### src/rtl/pipe_pkg.sv
// Shared pipeline definitions.
//   NOP_INST      : bubble encoding (addi x0,x0,0), shared with the IF/ID register
//   fetch_state_t : fetch-unit FSM state encoding
package pipe_pkg;

    localparam logic [31:0] NOP_INST = 32'h0000_0013;

    typedef enum logic [1:0] {
        S_REQ  = 2'd0,
        S_WAIT = 2'd1,
        S_HOLD = 2'd2
    } fetch_state_t;

endpackage

### src/rtl/fetch_unit.sv
// Instruction-fetch stage. Owns the PC, issues one word read at a time to
// instruction memory and buffers the returned instruction until IF/ID takes it.
//
// Ports
//   clk, reset        : clock, synchronous active-high reset
//   stall             : IF/ID cannot accept; hold the presented instruction
//   br_taken          : redirect from EX (wins over stall and consumption)
//   br_target         : redirect PC, low two bits forced to zero
//   imem_req_*        : valid/ready read request, word-aligned address
//   imem_rsp_*        : read response, one cycle or more after acceptance
//   PC_out/Inst       : presented PC and instruction (NOP_INST when none)
//   inst_valid        : Inst is a real fetched instruction
//
// state  | meaning
// -------+--------------------------------------------------------------
// S_REQ  | request for pc is being offered to memory
// S_WAIT | request accepted, waiting for response (drop = squash it)
// S_HOLD | instruction in inst_buf presented until consumed or squashed
module fetch_unit
    import pipe_pkg::*;
#(
    parameter logic [31:0] RESET_PC = 32'h0000_0000,
    parameter logic [31:0] NOP_INST = pipe_pkg::NOP_INST
) (
    input  logic        clk,
    input  logic        reset,
    input  logic        stall,
    input  logic        br_taken,
    input  logic [31:0] br_target,
    output logic        imem_req_valid,
    input  logic        imem_req_ready,
    output logic [31:0] imem_req_addr,
    input  logic        imem_rsp_valid,
    input  logic [31:0] imem_rsp_data,
    output logic [31:0] PC_out,
    output logic [31:0] Inst,
    output logic        inst_valid
);

    fetch_state_t state, state_n;
    logic [31:0]  pc, pc_n;
    logic [31:0]  inst_buf, inst_buf_n;
    logic         drop, drop_n;
    logic [31:0]  br_pc;

    assign br_pc = br_target & ~32'h3;

    always_ff @(posedge clk) begin
        if (reset) begin
            state    <= S_REQ;
            pc       <= RESET_PC;
            inst_buf <= NOP_INST;
            drop     <= 1'b0;
        end else begin
            state    <= state_n;
            pc       <= pc_n;
            inst_buf <= inst_buf_n;
            drop     <= drop_n;
        end
    end

    always_comb begin
        state_n    = state;
        pc_n       = pc;
        inst_buf_n = inst_buf;
        drop_n     = drop;
        case (state)
            S_REQ: begin
                if (br_taken) begin
                    pc_n = br_pc;
                    // An accepted request for the old pc must still be drained.
                    if (imem_req_ready) begin
                        state_n = S_WAIT;
                        drop_n  = 1'b1;
                    end
                end else if (imem_req_ready) begin
                    state_n = S_WAIT;
                end
            end
            S_WAIT: begin
                if (br_taken) begin
                    pc_n = br_pc;
                    if (imem_rsp_valid) begin
                        state_n = S_REQ;
                        drop_n  = 1'b0;
                    end else begin
                        drop_n  = 1'b1;
                    end
                end else if (imem_rsp_valid) begin
                    if (drop) begin
                        state_n = S_REQ;
                        drop_n  = 1'b0;
                    end else begin
                        inst_buf_n = imem_rsp_data;
                        state_n    = S_HOLD;
                    end
                end
            end
            S_HOLD: begin
                if (br_taken) begin
                    pc_n       = br_pc;
                    inst_buf_n = NOP_INST;
                    state_n    = S_REQ;
                end else if (!stall) begin
                    pc_n    = pc + 32'd4;
                    state_n = S_REQ;
                end
            end
            default: begin
                state_n = S_REQ;
                drop_n  = 1'b0;
            end
        endcase
    end

    assign imem_req_valid = (state == S_REQ) && !reset;
    assign imem_req_addr  = pc;
    assign PC_out         = pc;
    assign inst_valid     = (state == S_HOLD);
    assign Inst           = (state == S_HOLD) ? inst_buf : NOP_INST;

endmodule

### config.mk
export PLATFORM = sky130hd
export DESIGN_NAME = fetch_unit
export DESIGN_NICKNAME = d
export VERILOG_FILES = /design/src/rtl/pipe_pkg.sv /design/src/rtl/fetch_unit.sv
export SDC_FILE = /design/constraint.sdc
export NUM_CORES = 1
export LEC_CHECK = 0
export CAP_MARGIN = 10
export CORE_ASPECT_RATIO = 0.6
export CORE_MARGIN = 2
export CORE_UTILIZATION = 43
export CTS_CLUSTER_DIAMETER = 100
export CTS_CLUSTER_SIZE = 16
export DETAILED_ROUTE_END_ITERATION = 8
export PLACE_DENSITY = 0.92
export SLEW_MARGIN = 30
export SYNTH_ARGS = -nofsm -noshare
export SYNTH_HDL_FRONTEND = slang
export SYNTH_SLANG_ARGS = --single-unit
### constraint.sdc
create_clock -name clk -period 2.8 [get_ports clk]
set_clock_uncertainty 0.1 [all_clocks]
set_input_delay 0.28 -clock clk [delete_from_list [all_inputs] [get_ports clk]]
set_output_delay 0.28 -clock clk [all_outputs]
set_load 0.1 [all_outputs]
==> flow_summary.ini <==
[grt]
first_global_vias = 4250
grt_antenna_before_repair = 0
congestion_overflow_gr = 0
grt_max_degree = 38
globalRouteTotalUtil_pct = 27.1
grt_first_pass_wirelength_um = 21200

[power]
cellLeakagePower_nw = 2.24
internal_power_mw = 1.97
pwr-share-seq_pct = 33.6
clkPwrFrac_pct = 39.5
vdd.ir_drop.worst_v = 0.000341
switching_power_mw = 1.11
pwr_density_cell_nw_per_um2 = 525
switching_share_pct = 36.1
comb_power_share_pct = 26.9

[sta]
whs_ns = 0.165
timing.final.setup_violations = 0
hold_fails_final_rpt = 0
post-route-worst-setup-slack_ns = 0.296
period_share_pct = 89.4
maxClockFrequency_ghz = 0.399
tightest_slew_ns = 0.924
period_minus_slack_ns = 2.50
drv_slew = 0
unrepaired_setup_endpoints_after_global_routing = no
relSlewSlack_pct = 37.8
setup-tns-final_ns = 0

[floorplan]
start_util_pct = 45.0
coreArea_um2 = 8690
fp-row-count = 26
floorplan.io_pins = 168
die_height_um = 77.9
floorplan.die_area_um2 = 9900
die_width_um = 127

[setup_path]
critical_path.startpoint_type = flip-flop
path_class = flip-flop to output port
worst-path-max-fanout = 36
worstPathArrival_ns = 2.12
worst-endpoint-required_ns = 2.42
end_kind = output port

[run]
maxCapViolations = 0

[outcome]
run_status = finished clean

[final_layout]
area.sequential_um2 = 1300
filler_cell_count = 673
finish.cell_count_without_fillers = 756
area.growth.synth_to_final_pct = 49.9
antenna_cells = 0
layout-drive-gt1-share_pct = 24.4
multi_input_comb_area_um2 = 2160
num-nets-final = 710

[placement]
hpwlAfterDp_um = 9750
port_buffers = 161
placed_cells = 740
worst_setup_timing_slack_at_the_placement_stage_ns = 0.269
routability_driven_placement_congestion_ratio = 0.969

[clock_tree]
clk-insertion-delay-late_ns = 0.35
tritoncts = built
cts_max_path_buffers = 2
cts.clk_slew.worst_paths_ns = 0.06
cts_post_setup_buffers_inserted = 0
cts.htree.levels = 3
post_cts_gate_resize_count = 0
cts-root-buf = clkbuf_16
clkSinkCount = 65
ctsHoldBuffers = 0
numCtsBuffers = 9

[synth]
sequential_cell_area_fraction_in_the_yosys_report_pct = 33.3
ys_top_cells_by_area = dfxtp_1 (33%), a21oi_1 (7.4%), buf_4 (7.1%)
synthMostInstantiatedCell = dfxtp_1
synthDominantAreaCellType = dfxtp_1
post_synth.cell_area_avg_um2 = 7.49
synth_area_um2 = 3910
yosys-top-cells-count = dfxtp_1 (65), nand2_1 (59), a21oi_1 (58)
synthDistinctLibCells = 65
synth_edf_count = 0
netlist_instances = 522
synth_flop_cell = dfxtp_1
synth.yosys.warnings = 0
synth_top_area_share_pct = 33.3
asyncSetResetFlopFracSynth_pct = 0
number_of_register_bits_inferred_by_synthesis = 65

[min_path]
worst_hold_path_type = input pin to flip-flop

[detailed_routing]
post-route-drc-count = 0
routed-via-count = 4463
via_per_inst = 5.90
final_antenna_net_count = 0
wl_per_cell_um = 17.9
routed_wl_um = 13500
drtIter0Drc = 497
detailed_router_iteration_count_before_antenna_repair = 6
flip-flops by register name (all words and copies together) (netlist names):
signal / cells
PC_out: 30
drop: 1
inst_buf: 32
state: 2
worst max-delay path: stages, from the launching register on:
cell and delay, ns:
dfxtp_1 0.50, nand2b_1 0.22, clkinvlp_4 0.47, and2_1 0.40, buf_12 0.18
cell type report:
type	instances	area share [%]
clock buffer	9	3.84
clock inverter	7	1.60
inverter	10	0.704
multi-input combinational	377	36.9
sequential	65	22.2
tap	112	2.39
timing repair buffer	176	32.3
layout by cell type, fill, tap and decap left out, types with 3 or more instances in the layout:
cell type        netlist  final
a21oi_1               58     57
conb_1                 1      4
clkdlybuf4s50_1        0     66
nand2_1               59     59
nor2_1                34     33
mux2i_1                6      6
a211oi_1               5      5
or3_1                  3      3
buf_4                 37     76
and3_1                 6      6
dfxtp_1               65     63
a22oi_1                3      3
nand2b_1               3      3
a31oi_1                3      3
o221ai_1               5      5
inv_1                  8      8
o21ai_0               14     14
or2_2                  4      4
nor4_1                 8      8
and2_1                31     31
o31ai_1                3      3
buf_12                 0     33
nor3_1                16     15
clkbuf_16              0      9
o22ai_1                8      8
clkinvlp_4             0      3
nand3_1               45     45
or4_1                  3      3
nand4_1                6      6
o21bai_1               3      3
metal layers:
| layer | up-vias | track usage, % | wire, um | share of wire [%] |
|---|---|---|---|---|
| li1 | 2047 | - | - | - |
| met4 | 0 | 10.7 | 443 | 3.3 |
| met1 | 2041 | 35.8 | 5740 | 42 |
| met5 | - | 0 | 0 | 0 |
| met3 | 64 | 8.34 | 1430 | 11 |
| met2 | 311 | 41.5 | 5940 | 44 |
worst paths after layout:
path	from	to	slack [ns]	depth (start not counted)
hold / removal	reset	PC_out[22]	0.17	2
setup / recovery	state[0]	Inst[20]	0.30	4
hold reg to reg	inst_buf[5]	inst_buf[5]	0.35	2
setup reg to reg	PC_out[4]	PC_out[27]	0.38	5
metrics by stage:
step	utilization (%)	power [mW]	cell area (um2)
4_1_cts	67.5	3.08	5860
6_report	67.5	3.08	5860
5_1_grt	67.5	3.16	5860
3_5_place_dp	63.8	1.87	5540
2_1_floorplan	-	1.67	3930
3_3_place_gp	63.8	1.86	5540
power by group through the flow:
stage,Sequential (mW),Combinational [mW],Clock [mW]
floorplan,1.24,0.434,0
global placement,1.05,0.810,0
detailed placement,1.05,0.820,0
CTS,1.03,0.823,1.23
global route,1.04,0.857,1.27
finish,1.03,0.828,1.22
logic make-up after synthesis:
logic type / Yosys count / share of synthesized area, %
multiplexers: 8 / 2.11
flip-flops: 65 / 33.3
adder cells (fa/ha/maj): 1 / 0.320
other: 1 / 0.0959
AND/OR/NAND/NOR: 243 / 33.0
AO/OA/AOI/OAI: 121 / 19.1
buffers and inverters: 83 / 12.1
Power figures use the tool's default switching activity.
